--- src/rtl/mulcnt_host_pkg.sv ---
// Shared constants, state encodings and small helpers for the mulcnt_host
// bus initiator and its single-access bus engine.
package mulcnt_host_pkg;

  // Default register map of the multiply/popcount peripheral.
  localparam logic [15:0] DEF_ADDR_A1   = 16'h0380;
  localparam logic [15:0] DEF_ADDR_A2   = 16'h0388;
  localparam logic [15:0] DEF_ADDR_W    = 16'h0390;
  localparam logic [15:0] DEF_ADDR_L    = 16'h0398;
  localparam logic [15:0] DEF_ADDR_CTRL = 16'h03A0;

  // Status bits [1:0] reported by the peripheral once the job has finished.
  localparam logic [1:0] STAT_DONE = 2'b11;

  // Job sequencer states, one per bus access plus the poll gap and done.
  typedef enum logic [3:0] {
    ST_IDLE    = 4'd0,
    ST_WR_A1   = 4'd1,
    ST_WR_A2   = 4'd2,
    ST_WR_CTRL = 4'd3,
    ST_POLL    = 4'd4,
    ST_GAP     = 4'd5,
    ST_RD_W    = 4'd6,
    ST_RD_L    = 4'd7,
    ST_DONE    = 4'd8
  } state_t;

  // Phases of a single strobe-bus access; PH_IDLE is the parked bus.
  typedef enum logic [1:0] {
    PH_IDLE   = 2'd0,
    PH_SETUP  = 2'd1,
    PH_STROBE = 2'd2,
    PH_HOLD   = 2'd3
  } phase_t;

  // True when a status word reports job completion.
  function automatic logic status_done(input logic [31:0] stat);
    return (stat[1:0] == STAT_DONE);
  endfunction

  // Zero-extend a 24-bit operand to the 32-bit bus width.
  function automatic logic [31:0] zext24(input logic [23:0] v);
    return {8'h00, v};
  endfunction

endpackage

--- src/rtl/mulcnt_host_sbus_access.sv ---
// Single-access engine for the saddress/srd/swr strobe bus. One request
// produces SETUP (1 cycle), STROBE (STROBE_CYCLES cycles) and HOLD (1 cycle).
// A new request may be presented during HOLD so accesses run back to back.
module sbus_access
  import mulcnt_host_pkg::*;
#(
  parameter int unsigned STROBE_CYCLES = 2
) (
  input  logic        clk,
  input  logic        n_reset,
  input  logic        req,
  input  logic        rnw,
  input  logic [15:0] addr,
  input  logic [31:0] wdata,
  output logic        ack,
  output logic [31:0] rdata,
  output logic [15:0] saddress,
  output logic        srd,
  output logic        swr,
  output logic [31:0] sdata_wr,
  input  logic [31:0] sdata_rd
);

  localparam logic [7:0] STB_LAST = 8'(STROBE_CYCLES - 1);

  phase_t     phase_r;
  logic       rnw_r;
  logic [7:0] stb_cnt_r;

  // ack marks the HOLD cycle; rdata already holds the sampled read word.
  assign ack = (phase_r == PH_HOLD);

  // Access phase sequencing with registered bus pins.
  always_ff @(posedge clk or negedge n_reset) begin
    if (!n_reset) begin
      phase_r   <= PH_IDLE;
      rnw_r     <= 1'b0;
      stb_cnt_r <= 8'h00;
      rdata     <= 32'h0000_0000;
      saddress  <= 16'h0000;
      srd       <= 1'b0;
      swr       <= 1'b0;
      sdata_wr  <= 32'h0000_0000;
    end else begin
      case (phase_r)
        PH_IDLE, PH_HOLD: begin
          if (req) begin
            phase_r  <= PH_SETUP;
            rnw_r    <= rnw;
            saddress <= addr;
            sdata_wr <= rnw ? 32'h0000_0000 : wdata;
          end else begin
            phase_r  <= PH_IDLE;
            rnw_r    <= 1'b0;
            saddress <= 16'h0000;
            sdata_wr <= 32'h0000_0000;
          end
        end
        PH_SETUP: begin
          phase_r   <= PH_STROBE;
          stb_cnt_r <= 8'h00;
          srd       <= rnw_r;
          swr       <= ~rnw_r;
        end
        PH_STROBE: begin
          if (stb_cnt_r == STB_LAST) begin
            phase_r <= PH_HOLD;
            srd     <= 1'b0;
            swr     <= 1'b0;
            if (rnw_r) begin
              rdata <= sdata_rd;
            end
          end else begin
            stb_cnt_r <= stb_cnt_r + 8'h01;
          end
        end
        default: begin
          phase_r  <= PH_IDLE;
          srd      <= 1'b0;
          swr      <= 1'b0;
          saddress <= 16'h0000;
          sdata_wr <= 32'h0000_0000;
        end
      endcase
    end
  end

endmodule

--- src/rtl/mulcnt_host.sv ---
// Bus initiator for the multiply/popcount peripheral: writes both operands
// and the control word, polls status, reads product and ones-count, and
// reports the outcome with a one-cycle done pulse.
module mulcnt_host
  import mulcnt_host_pkg::*;
#(
  parameter logic [15:0] ADDR_A1       = DEF_ADDR_A1,
  parameter logic [15:0] ADDR_A2       = DEF_ADDR_A2,
  parameter logic [15:0] ADDR_W        = DEF_ADDR_W,
  parameter logic [15:0] ADDR_L        = DEF_ADDR_L,
  parameter logic [15:0] ADDR_CTRL     = DEF_ADDR_CTRL,
  parameter int unsigned STROBE_CYCLES = 2,
  parameter int unsigned POLL_GAP      = 4,
  parameter int unsigned POLL_LIMIT    = 255
) (
  input  logic        clk,
  input  logic        n_reset,
  input  logic        start,
  input  logic [23:0] arg_a,
  input  logic [23:0] arg_b,
  output logic        busy,
  output logic        done,
  output logic        err_timeout,
  output logic [31:0] result_w,
  output logic [23:0] result_l,
  output logic [15:0] saddress,
  output logic        srd,
  output logic        swr,
  output logic [31:0] sdata_wr,
  input  logic [31:0] sdata_rd
);

  localparam logic [15:0] LIMIT_C  = 16'(POLL_LIMIT);
  localparam logic [15:0] GAP_LAST = 16'(POLL_GAP - 1);

  state_t      state_r;
  state_t      state_nxt;
  logic        req;
  logic        rnw;
  logic [15:0] acc_addr;
  logic [31:0] acc_wdata;
  logic        ack;
  logic [31:0] rdata;
  logic [23:0] arg_b_r;
  logic [15:0] poll_cnt_r;
  logic [15:0] gap_cnt_r;
  logic [31:0] w_tmp_r;
  logic        poll_last;

  // The poll now completing is the last one allowed.
  assign poll_last = ((poll_cnt_r + 16'h0001) >= LIMIT_C);

  sbus_access #(
    .STROBE_CYCLES (STROBE_CYCLES)
  ) u_access (
    .clk      (clk),
    .n_reset  (n_reset),
    .req      (req),
    .rnw      (rnw),
    .addr     (acc_addr),
    .wdata    (acc_wdata),
    .ack      (ack),
    .rdata    (rdata),
    .saddress (saddress),
    .srd      (srd),
    .swr      (swr),
    .sdata_wr (sdata_wr),
    .sdata_rd (sdata_rd)
  );

  // Job state register.
  always_ff @(posedge clk or negedge n_reset) begin
    if (!n_reset) begin
      state_r <= ST_IDLE;
    end else begin
      state_r <= state_nxt;
    end
  end

  // Next state and next access request; each request is issued on the
  // previous access's HOLD cycle so accesses abut without idle cycles.
  always_comb begin
    state_nxt = state_r;
    req       = 1'b0;
    rnw       = 1'b0;
    acc_addr  = 16'h0000;
    acc_wdata = 32'h0000_0000;
    case (state_r)
      ST_IDLE: begin
        if (start) begin
          req       = 1'b1;
          acc_addr  = ADDR_A1;
          acc_wdata = zext24(arg_a);
          state_nxt = ST_WR_A1;
        end else begin
          state_nxt = ST_IDLE;
        end
      end
      ST_WR_A1: begin
        if (ack) begin
          req       = 1'b1;
          acc_addr  = ADDR_A2;
          acc_wdata = zext24(arg_b_r);
          state_nxt = ST_WR_A2;
        end else begin
          state_nxt = ST_WR_A1;
        end
      end
      ST_WR_A2: begin
        if (ack) begin
          req       = 1'b1;
          acc_addr  = ADDR_CTRL;
          state_nxt = ST_WR_CTRL;
        end else begin
          state_nxt = ST_WR_A2;
        end
      end
      ST_WR_CTRL: begin
        if (ack) begin
          req       = 1'b1;
          rnw       = 1'b1;
          acc_addr  = ADDR_CTRL;
          state_nxt = ST_POLL;
        end else begin
          state_nxt = ST_WR_CTRL;
        end
      end
      ST_POLL: begin
        if (ack) begin
          if (status_done(rdata)) begin
            req       = 1'b1;
            rnw       = 1'b1;
            acc_addr  = ADDR_W;
            state_nxt = ST_RD_W;
          end else if (poll_last) begin
            state_nxt = ST_DONE;
          end else if (POLL_GAP == 32'd0) begin
            req       = 1'b1;
            rnw       = 1'b1;
            acc_addr  = ADDR_CTRL;
            state_nxt = ST_POLL;
          end else begin
            state_nxt = ST_GAP;
          end
        end else begin
          state_nxt = ST_POLL;
        end
      end
      ST_GAP: begin
        if (gap_cnt_r == GAP_LAST) begin
          req       = 1'b1;
          rnw       = 1'b1;
          acc_addr  = ADDR_CTRL;
          state_nxt = ST_POLL;
        end else begin
          state_nxt = ST_GAP;
        end
      end
      ST_RD_W: begin
        if (ack) begin
          req       = 1'b1;
          rnw       = 1'b1;
          acc_addr  = ADDR_L;
          state_nxt = ST_RD_L;
        end else begin
          state_nxt = ST_RD_W;
        end
      end
      ST_RD_L: begin
        if (ack) begin
          state_nxt = ST_DONE;
        end else begin
          state_nxt = ST_RD_L;
        end
      end
      ST_DONE: begin
        state_nxt = ST_IDLE;
      end
      default: begin
        state_nxt = ST_IDLE;
      end
    endcase
  end

  // Operand B capture, poll/gap counters and the product holding register.
  always_ff @(posedge clk or negedge n_reset) begin
    if (!n_reset) begin
      arg_b_r    <= 24'h00_0000;
      poll_cnt_r <= 16'h0000;
      gap_cnt_r  <= 16'h0000;
      w_tmp_r    <= 32'h0000_0000;
    end else begin
      if ((state_r == ST_IDLE) && start) begin
        arg_b_r    <= arg_b;
        poll_cnt_r <= 16'h0000;
      end else if ((state_r == ST_POLL) && ack) begin
        poll_cnt_r <= poll_cnt_r + 16'h0001;
      end
      if (state_r == ST_GAP) begin
        gap_cnt_r <= gap_cnt_r + 16'h0001;
      end else begin
        gap_cnt_r <= 16'h0000;
      end
      if ((state_r == ST_RD_W) && ack) begin
        w_tmp_r <= rdata;
      end
    end
  end

  // Registered status and results; results change only on entry to DONE.
  always_ff @(posedge clk or negedge n_reset) begin
    if (!n_reset) begin
      busy        <= 1'b0;
      done        <= 1'b0;
      err_timeout <= 1'b0;
      result_w    <= 32'h0000_0000;
      result_l    <= 24'h00_0000;
    end else begin
      busy <= (state_nxt != ST_IDLE);
      done <= (state_nxt == ST_DONE);
      if ((state_r == ST_RD_L) && (state_nxt == ST_DONE)) begin
        result_w    <= w_tmp_r;
        result_l    <= rdata[23:0];
        err_timeout <= 1'b0;
      end else if ((state_r == ST_POLL) && (state_nxt == ST_DONE)) begin
        result_w    <= 32'h0000_0000;
        result_l    <= 24'h00_0000;
        err_timeout <= 1'b1;
      end
    end
  end

endmodule

--- config.mk ---
export PLATFORM = sky130hd
export DESIGN_NAME = mulcnt_host
export DESIGN_NICKNAME = d
export VERILOG_FILES = /design/src/rtl/mulcnt_host_pkg.sv /design/src/rtl/mulcnt_host_sbus_access.sv /design/src/rtl/mulcnt_host.sv
export SDC_FILE = /design/constraint.sdc
export NUM_CORES = 1
export LEC_CHECK = 0
export CAP_MARGIN = 20
export CORE_UTILIZATION = 57
export CTS_CLUSTER_SIZE = 14
export DETAILED_ROUTE_END_ITERATION = 6
export PLACE_DENSITY = 0.87
export SYNTH_ARGS = -nofsm -noshare
export SYNTH_HDL_FRONTEND = slang
export SYNTH_HIERARCHICAL = 1
export SYNTH_SLANG_ARGS = --single-unit
--- constraint.sdc ---
create_clock -name clk -period 7.5 [get_ports clk]
set_input_delay 0.75 -clock clk [delete_from_list [all_inputs] [get_ports clk]]
set_output_delay 0.75 -clock clk [all_outputs]
set_load 0.05 [all_outputs]
==> out/metrics.cfg, run 1 <==
[floorplan]
start_util_pct = 58.8
row_count = 49
io_pins = 192
core_um2 = 18200
dieWidth_um = 139
die_h_um = 139
dieArea_um2 = 19400

[cells_and_area]
fin_area_um2 = 13600
antennaDiodeCount = 0
area_delta_synth_final_pct = 27.2
final_util_pct = 74.9
multi_input_area_um2 = 4340
final_common_cell = dfrtp_1
mostFrequentLayoutCells = 244 x dfrtp_1, 190 x clkdlybuf4s50_1, 147 x nor2_1
drive_gt1_share_pct = 16.4
seq_area_um2 = 6110
fin_nets = 1190
fill_cells = 1188
stdcell_count = 1346

[critical_path]
crit_path_cell_trace = nor2b_1 > nand2_1 > nor2_1 > nor2_1 > o31ai_1 > and2_1 > nor2b_2 > buf_4 > a22o_1
crit_arrival_ns = 3.74
crit_slowest_cell = and2_1
crit_type = reg -> reg
path_max_fanout = 32
slowest_delay_ns = 0.62
worst_setup_path_end_kind = flop
crit_path_frequent_cell = nor2_1
critPathRequiredTime_ns = 7.94
start_kind = flop

[sta]
max_slew_margin_pct = 27.1
setup_tns_ns = 0
max_clock_freq_ghz = 0.303
rsz0062_at_grt = no
fin_skew_ns = 0.0225
finalSetupViolCount = 0
slew_viol_final = 0
finalHoldViolCount = 0
min_period_ns = 3.30
fin_crit_sh_pct = 44.0
worstMarginPinSlew_ns = 1.09

[detailed_routing]
ant_nets = 0
drc = 18
dr.pass1.iters = 7
routed_via_density = 5.79
routed_wl_mm = 24.4
wl_per_cell_um = 18.1
num_vias = 7799
drtIter0Drc = 462

[placed_design]
globalplace.congestion = 0.877
placed_area_um2 = 12800
placed_cells = 1301
portBuffers = 191
dp_hpwl_mm = 15.2

[yosys]
synth_top_family_by_area = simple AND/OR/NAND/NOR gates
seq_area_frac_synth_pct = 57.0
ys.flop_type = dfrtp_1
async_reset_ff_share_pct = 100
ys_seq_elements = 244
avgSynthCellArea_um2 = 11.7
yosys.area.top_type_share_pct = 57.0
synthTopCellsByArea = dfrtp_1 57%, mux2_2 9.0%, a22o_1 6.0%
synthSimpleGateAreaFrac_pct = 16.9
ys_types = 62
synth_edf_count = 0
synth_xor_area_share_pct = 1.39
yosys.area.top_type = dfrtp_1
synth_compound_area_share_pct = 10.6
syn_inst = 915
synthAdderAreaFrac_pct = 0.934
synth_warnings = 6
syn-cell-area_um2 = 10700
synth.mux.area_fraction_pct = 9.72

[clocking]
clk_latency_ns = 0.53
cts_tree = yes
cts_setup_buffers = 0
cts_root_buf = clkbuf_16
cts_resized = 0
clk_pin_slew_ns = 0.06
htreeDepth = 1
cts_buffer_depth = 3
cts_sinks = 244
numCtsBuffers = 25
ctsHoldBuffers = 0

[pwr]
power.total_mw = 2.68
p_leak_nw = 6.24
power.density_nw_per_um2 = 197
irDropWorstVdd_mv = 0.219

[grt]
grt_usage_pct = 25.9
grt_pass1_wl_mm = 40.6
antenna_found_initial = 0
grt_pass1_vias = 7918
overflow = 0
grt_max_degree = 127

[run_status]
status = complete, but fails checks
violations = design-rule violations

[min_path]
holdCritPathClass = in -> async

[run]
maxCapViolations = 0

[flip-flops by register name, summed over array words and instances, names as in the netlist]
register,count
done,1
gap_cnt_r,16
u_access/saddress,16
u_access/stb_cnt_r,8
u_access/phase_r,2
result_w,32
result_l,24
err_timeout,1
u_access/swr,1
u_access/sdata_wr,32
poll_cnt_r,16
u_access/srd,1
arg_b_r,24
w_tmp_r,32
u_access/rdata,32
busy,1
state_r,4
u_access/rnw_r,1
[power by group]
group	internal, mW	total (mW)	switching (mW)
Sequential	1.32	1.32	0
Clock	0.792	1.30	0.503
Combinational	0.0385	0.0711	0.0327
Total	2.15	2.68	0.536
[synthesized netlist by cell type (3+ instances only)]
cell	number
buf_2	8
mux2i_1	5
nor2_1	148
a31oi_1	5
mux2_2	86
clkbuf_1	38
nor3_4	21
buf_1	4
and3_1	7
nor3_2	9
nand2b_1	5
nand2_1	32
xor2_1	10
o31ai_1	5
nor4_1	5
ha_1	8
nand4_1	12
nor2b_1	4
nor3_1	37
a21oi_1	14
dfrtp_1	244
o211ai_1	4
buf_6	5
buf_4	3
xnor2_1	7
or3_1	6
a22o_1	73
nand3_1	20
inv_1	12
and2_1	4
o21ai_0	33
[cell type report]
class / instances / share of cell area, %
clock buffer: 34 / 5.13
sequential: 244 / 44.8
multi-input combinational: 616 / 31.9
timing repair buffer: 200 / 14.6
tap: 229 / 2.10
inverter: 12 / 0.330
clock inverter: 11 / 1.23
[metrics by stage]
| step | worst slack [ns] | hold slack, ns |
|---|---|---|
| 5_1_grt | 3.92 | 0.424 |
| 3_5_place_dp | 4.26 | 0.476 |
| 2_1_floorplan | 5.06 | 0.448 |
| 3_3_place_gp | 4.33 | 0.466 |
| 6_report | 4.20 | 0.354 |
| 4_1_cts | 4.21 | 0.378 |
[final timing paths]
check	from	endpoint	slack (ns)	cells after the start
worst min register to register	err_timeout	err_timeout	0.49	1
max in group asynchronous	n_reset	w_tmp_r[8]	5.78	2
worst max-delay path	state_r[0]	u_access/sdata_wr[22]	4.20	9
min in group clk	err_timeout	err_timeout	0.49	1
worst min-delay path	n_reset	gap_cnt_r[14]	0.35	1
worst max register to register	state_r[0]	u_access/sdata_wr[22]	4.20	9
[critical path: cells and delay by family, from the launching register on]
kind            cells  cell delay [ns]
simple gates        6             2.01
buf+inv             1             0.33
flops               1             0.57
compound gates      2             0.29
[metal layers]
layer / vias to the layer above / wire length [µm] / GRT usage [%]
met2: 258 / 11600 / 42.1
met3: 41 / 2190 / 7.94
met5: - / 0 / 0
li1: 3619 / - / -
met4: 0 / 547 / 7.37
met1: 3881 / 10100 / 33.6
[kinds of logic (layout without fill, tap and decap cells)]
logic type / after synthesis / in the layout
adders and majority gates: 8 / 8
other: 1 / 18
xor gates and xnor gates: 17 / 17
and+or+nand+nor: 326 / 326
DFF: 244 / 244
muxes: 93 / 93
AOI/OAI and AO/OA: 154 / 154
buffers and inverters: 72 / 257
Power figures use the tool's default switching activity.
==> run 2, diff against run 1 <==
Settings changed: CORE_UTILIZATION 57 to 53, PLACE_DENSITY 0.87 to 0.81.
Clock period 7.5 ns to 3.4 ns, I/O delays scaled along.
==> run 2 against run 1 <==
Effect of this change: the run now ends clean; clock-buffer cell count increased by 4; setup slack got worse by 3.7 ns; clock power increased by 100%; total power increased by 110%; sequential share of layout area decreased by 0.15 points; sequential power increased by 120%; critical endpoint is now result_l[5].
==> out/metrics.cfg, run 2 (synthesis results as in run 1) <==
[run_status]
status = finished, final reports clean  ; was complete, but fails checks

[sta]
min_period_ns = 2.91  ; was 3.30 ns
finalHoldViolCount = 0  ; unchanged
rsz0062_at_grt = no  ; unchanged
fin_skew_ns = 0.0106  ; was 0.0225 ns
worstMarginPinSlew_ns = 0.912  ; was 1.09 ns
max_clock_freq_ghz = 0.343  ; was 0.303 GHz
worst_hold_slack_ns = 0.413  ; was 0.354 ns
setup_tns_ns = 0  ; unchanged
finalSetupViolCount = 0  ; unchanged
max_slew_margin_pct = 39.0  ; was 27.1%
slew_viol_final = 0  ; unchanged
fin_crit_sh_pct = 85.7  ; was 44.0%

[critical_path]
critPathRequiredTime_ns = 3.81  ; was 7.94 ns
path_max_fanout = 26  ; was 32
start_kind = flop  ; unchanged
crit_type = reg -> reg  ; unchanged
crit_arrival_ns = 3.33  ; was 3.74 ns
rr_startpoint = poll_cnt_r[1]  ; was state_r[0]
worst_setup_path_end_kind = flop  ; unchanged
crit_start = poll_cnt_r[1]  ; was state_r[0]
timing.reg2reg.setup_slack_ns = 0.49  ; was 4.20 ns

[run]
maxCapViolations = 0  ; unchanged

[clocking]
numCtsBuffers = 25  ; unchanged
ctsHoldBuffers = 1  ; was 0
cts_sinks = 244  ; unchanged
cts_buffer_depth = 3  ; unchanged
cts_setup_buffers = 0  ; unchanged
clk_pin_slew_ns = 0.06  ; about the same
clk_latency_ns = 0.52  ; was 0.53 ns
cts_resized = 0  ; unchanged
cts_tree = yes  ; unchanged
cts_root_buf = clkbuf_16  ; unchanged
htreeDepth = 1  ; unchanged

[cells_and_area]
drive_gt1_share_pct = 16.4  ; about the same
stdcell_count = 1387  ; was 1,346
final_common_cell = dfrtp_1  ; unchanged
area_delta_synth_final_pct = 27.7  ; was 27.2%
fill_cells = 1394  ; was 1,188
fin_nets = 1198  ; was 1,190
mostFrequentLayoutCells = 244 x dfrtp_1, 190 x clkdlybuf4s50_1, 147 x nor2_1  ; unchanged

[placed_design]
placed_cells = 1344  ; was 1,301
dp_hpwl_mm = 15.8  ; was 15.2 mm
portBuffers = 191  ; unchanged
globalplace.congestion = 0.888  ; was 0.877

[floorplan]
start_util_pct = 54.5  ; was 58.8%
die_h_um = 144  ; was 139 µm
core_um2 = 19700  ; was 18,200 µm²
row_count = 51  ; was 49
dieWidth_um = 144  ; was 139 µm
dieArea_um2 = 20800  ; was 19,400 µm²
io_pins = 192  ; unchanged

[grt]
antenna_found_initial = 1  ; was 0
overflow = 0  ; unchanged
grt_max_degree = 94  ; was 127
grt_pass1_wl_mm = 39.4  ; was 40.6 mm
grt_pass1_vias = 7692  ; was 7,918
grt_usage_pct = 24.0  ; was 25.9%

[pwr]
seqPwrFrac_pct = 51.1  ; was 49.1%
p_leak_nw = 6.24  ; about the same
power_frac_comb_pct = 2.8  ; was 2.7%
clock_power_share_pct = 46.0  ; was 48.3%
irDropWorstVdd_mv = 0.314  ; was 0.219 mV
power.density_nw_per_um2 = 415  ; was 197 nW/µm²
p_sw_share_pct = 20.1  ; was 20.0%
switchingPower_mw = 1.14  ; was 0.536 mW
intPower_mw = 4.54  ; was 2.15 mW

[min_path]
holdCritPathClass = in -> async  ; unchanged

[detailed_routing]
wl_per_cell_um = 17.7  ; was 18.1 µm
num_vias = 7806  ; was 7,799
ant_nets = 0  ; unchanged
drtIter0Drc = 383  ; was 462
drc = 0  ; was 18
dr.pass1.iters = 4  ; was 7
routed_via_density = 5.63  ; was 5.79
routed_wl_mm = 24.6  ; was 24.4 mm

## run 2: cell count changes in the layout (fill, tap and decap cells not counted), sizes merged
| cell | delta |
|---|---|
| diode | +1 |
| inv | -1 |
| clkinv | -3 |
| clkbuf | +4 |
| buf | +7 |
| clkinvlp | -1 |
| bufinv | -3 |
| dlygate4sd3 | +1 |
## run 2: layer usage
metal	vias to the layer above	routed length, µm	track usage [%]
met3	43	2140	6.66
met4	0	565	6.32
met5	-	0	0
met2	249	11300	39.0
li1	3616	-	-
met1	3898	10600	31.8
## run 2: power groups by stage
stage	Clock [mW]	Combinational [mW]	Sequential, mW
2_1_floorplan	0	0.00357	2.96
4_1_cts	2.67	0.166	2.90
3_5_place_dp	0	0.164	2.96
3_3_place_gp	0	0.163	2.96
5_1_grt	2.77	0.180	2.90
6_report	2.61	0.161	2.90
## run 2: worst paths after layout
path,endpoint,cells past startpoint
setup / recovery,result_l[5],8
hold / removal,u_access/sdata_wr[29],2
setup reg to reg,result_l[5],8
hold reg to reg,err_timeout,1
max in group asynchronous,u_access/rdata[12],3
min in group clk,u_access/rdata[25],2
## run 2: layout make-up
class	instances	area (µm²)	share of cell area [%]
flip-flops and latches	244	6110	44.6
repair buffers	208	2070	15.1
clock inverters	3	42.5	0.311
multi-input cells	616	4340	31.8
diodes	1	2.50	0.0183
clock buffers	38	734	5.37
well taps	265	332	2.42
inverters	12	45.0	0.329
## run 2: through the flow
stage	utilization (%)	power [mW]	area (µm²)	worst slack, ns
final	69.6	5.68	13700	0.486
after global placement	65.6	3.12	12900	0.679
after global routing	69.6	5.86	13700	0.264
after detailed placement	65.6	3.12	12900	0.612
after CTS	69.6	5.74	13700	0.551
after floorplan	-	2.96	10800	0.961
## run 2: critical path: stages (launching register included)
cell     delay [ns]
dfrtp_1        0.45
ha_1           0.37
nand4_2        0.22
nor4_2         0.38
nand4_1        0.12
and2_1         0.19
o311a_4        0.51
buf_12         0.26
nor3_1         0.27
==> run 3, diff against run 2 <==
Settings changed: CORE_MARGIN from default to 2, HOLD_SLACK_MARGIN from default to 0.15.
==> run 3 against run 2 <==
Effect of this change: sequential cell count is the same; clock-buffer cell count grew 1; cell area grew 0.42%; first-iteration DRC count grew 25%; setup slack gained 0.074 ns; total power grew 1.3%; sequential power is essentially flat; non-clock buffer count grew 1; wire length grew 0.83%; clock skew shrank 0.00075 ns.
==> out/metrics.cfg, run 3 (synthesis results as in run 1) <==
[clocking]
htreeDepth = 1  ; unchanged
clk_latency_ns = 0.52  ; about the same
clk_pin_slew_ns = 0.06  ; about the same
cts_tree = yes  ; unchanged
numCtsBuffers = 26  ; was 25
cts_root_buf = clkbuf_16  ; unchanged
cts_buffer_depth = 3  ; unchanged
cts_sinks = 244  ; unchanged
cts_resized = 0  ; unchanged

[critical_path]
crit_path_frequent_cell = nor3_1
crit_type = reg -> reg  ; unchanged
timing.reg2reg.setup_slack_ns = 0.56  ; was 0.49 ns
critical_path_buf_inv_count = 1  ; unchanged
r2r_end = result_l[13]  ; was result_l[5]
critPathRequiredTime_ns = 3.80  ; was 3.81 ns
slowest_delay_ns = 0.55  ; was 0.51 ns
cpLargestDelayFamily = simple AND/OR/NAND/NOR gates  ; unchanged
start_kind = flop  ; unchanged
worst_setup_path_end_kind = flop  ; unchanged
crit_path_cell_trace = ha_1 > nand4_2 > nor4_1 > nor3_1 > o32ai_1 > o311a_4 > buf_12 > nor3_1  ; was ha_1 > nand4_2 > nor4_2 > nand4_1 > and2_1 > o311a_4 > buf_12 > nor3_1
crit_start = poll_cnt_r[0]  ; was poll_cnt_r[1]
rr_startpoint = poll_cnt_r[0]  ; was poll_cnt_r[1]
ff2ff_path_depth = 8  ; unchanged
path_max_fanout = 20  ; was 26
crit_slowest_cell = o311a_4  ; unchanged
crit_arrival_ns = 3.24  ; was 3.33 ns

[floorplan]
row_count = 52  ; was 51
io_pins = 192  ; unchanged
dieArea_um2 = 21400  ; was 20,800 µm²
die_h_um = 146  ; was 144 µm
start_util_pct = 53.5  ; was 54.5%
core_um2 = 20000  ; was 19,700 µm²
dieWidth_um = 146  ; was 144 µm

[placed_design]
dp_hpwl_mm = 16.0  ; was 15.8 mm
portBuffers = 191  ; unchanged
pre_cts_slack_ns = 0.586  ; was 0.612 ns
placed_area_um2 = 12900  ; about the same
globalplace.congestion = 0.848  ; was 0.888

[sta]
min_period_ns = 2.84  ; was 2.91 ns
setup_ws_ns = 0.559  ; was 0.486 ns
worstMarginPinSlew_ns = 1.01  ; was 0.912 ns
fin_skew_ns = 0.00980  ; was 0.0106 ns
setup_tns_ns = 0  ; unchanged
slew_viol_final = 0  ; unchanged
rsz0062_at_grt = no  ; unchanged
max_clock_freq_ghz = 0.352  ; was 0.343 GHz
max_slew_margin_pct = 32.2  ; was 39.0%
finalSetupViolCount = 0  ; unchanged
finalHoldViolCount = 0  ; unchanged
fin_crit_sh_pct = 83.5  ; was 85.7%

[grt]
overflow = 0  ; unchanged
grt_max_degree = 110  ; was 94
grt_pass1_wl_mm = 41.4  ; was 39.4 mm
antenna_found_initial = 0  ; was 1
grt_usage_pct = 23.6  ; was 24.0%
grt_pass1_vias = 8001  ; was 7,692

[cells_and_area]
mostFrequentLayoutCells = 244 x dfrtp_1, 190 x clkdlybuf4s50_1, 147 x nor2_1  ; unchanged
fin_area_um2 = 13700  ; about the same
antennaDiodeCount = 0  ; was 1
final_common_cell = dfrtp_1  ; unchanged
fin_nets = 1200  ; was 1,198
area_delta_synth_final_pct = 28.2  ; was 27.7%
drive_gt1_share_pct = 16.6  ; was 16.4%

[detailed_routing]
dr.pass1.iters = 5  ; was 4
num_vias = 7794  ; was 7,806
routed_via_density = 5.59  ; was 5.63
ant_nets = 0  ; unchanged
drtIter0Drc = 480  ; was 383
routed_wl_mm = 24.8  ; was 24.6 mm
wl_per_cell_um = 17.8  ; was 17.7 µm
drc = 0  ; unchanged

[run_status]
status = finished, final reports clean  ; unchanged

[min_path]
min_to = u_access/rdata[25]
holdCritPathClass = in -> reg  ; was in -> async
hold_depth = 2
hp-start = sdata_rd[25]

[pwr]
power.density_nw_per_um2 = 419  ; was 415 nW/µm²
irDropWorstVdd_mv = 0.467  ; was 0.314 mV
p_leak_nw = 6.27  ; was 6.24 nW

[run]
maxCapViolations = 0  ; unchanged

-- run 3: changes by cell type in the layout (fill, tap and decap cells not counted) --
cell | previous run | this run
clkbuf_16 | 25 | 27
clkinvlp_4 | 1 | 0
buf_12 | 2 | 3
diode_2 | 1 | 0
clkbuf_1 | 7 | 8
clkinv_2 | 1 | 4
clkbuf_8 | 6 | 4
-- run 3: cell type report --
cell class / instances / area [µm²]
well taps: 270 / 338
fillers: 1479 / 6300
multi-input cells: 616 / 4340
clock inverters: 5 / 50.0
inverters: 12 / 45.0
flip-flops and latches: 244 / 6110
repair buffers: 209 / 2090
clock buffers: 39 / 761
-- run 3: worst max-delay path by stage --
| stage | slack, ns | cells after the start | end |
|---|---|---|---|
| finish | 0.56 | 8 | result_l[13] |
| detailed placement | 0.59 | 8 | result_l[15] |
| global placement | 0.69 | 8 | result_l[15] |
| floorplan | 0.96 | 12 | u_access/sdata_wr[10] |
| CTS | 0.55 | 8 | result_l[12] |
| global route | 0.27 | 8 | result_l[13] |
-- run 3: per-stage QoR --
step	power, mW	hold WS (ns)	instances	util [%]
final	5.75	0.429	1395	68.5
after global routing	5.96	0.430	1395	68.5
after global placement	3.12	0.447	1350	64.4
after detailed placement	3.12	0.451	1350	64.4
after CTS	5.82	0.413	1395	68.5
after floorplan	2.96	0.0444	932	-
-- run 3: worst register-to-register path, delay by kind of cell (launching register included) --
family / cells / cell delay, ns
AND/OR/NAND/NOR: 4 / 0.85
AO/OA/AOI/OAI: 2 / 0.79
flip-flops: 1 / 0.44
adder cells (fa/ha/maj): 1 / 0.36
buffers and inverters: 1 / 0.27
-- run 3: layer usage --
metal / vias to the layer above / track usage, % / wire (µm)
li1: 3642 / - / -
met1: 3852 / 31.3 / 10400
met2: 248 / 38.0 / 11800
met3: 52 / 6.81 / 1960
met4: 0 / 7.04 / 665
met5: - / 0 / 0
-- run 3: report_power, final --
| group | switching (mW) | leakage (nW) | internal, mW |
|---|---|---|---|
| sequential | 0 | 3.32 | 2.90 |
| clock | 1.08 | 0.401 | 1.60 |
| combinational | 0.0730 | 2.55 | 0.0887 |
| total | 1.15 | 6.27 | 4.60 |
-- run 3: repair_timing --
action,4_1_cts,5_1_grt
setup endpoints to repair,0,0
hold buffers,1,0
buffers inserted,0,0
hold endpoints to repair,105,0
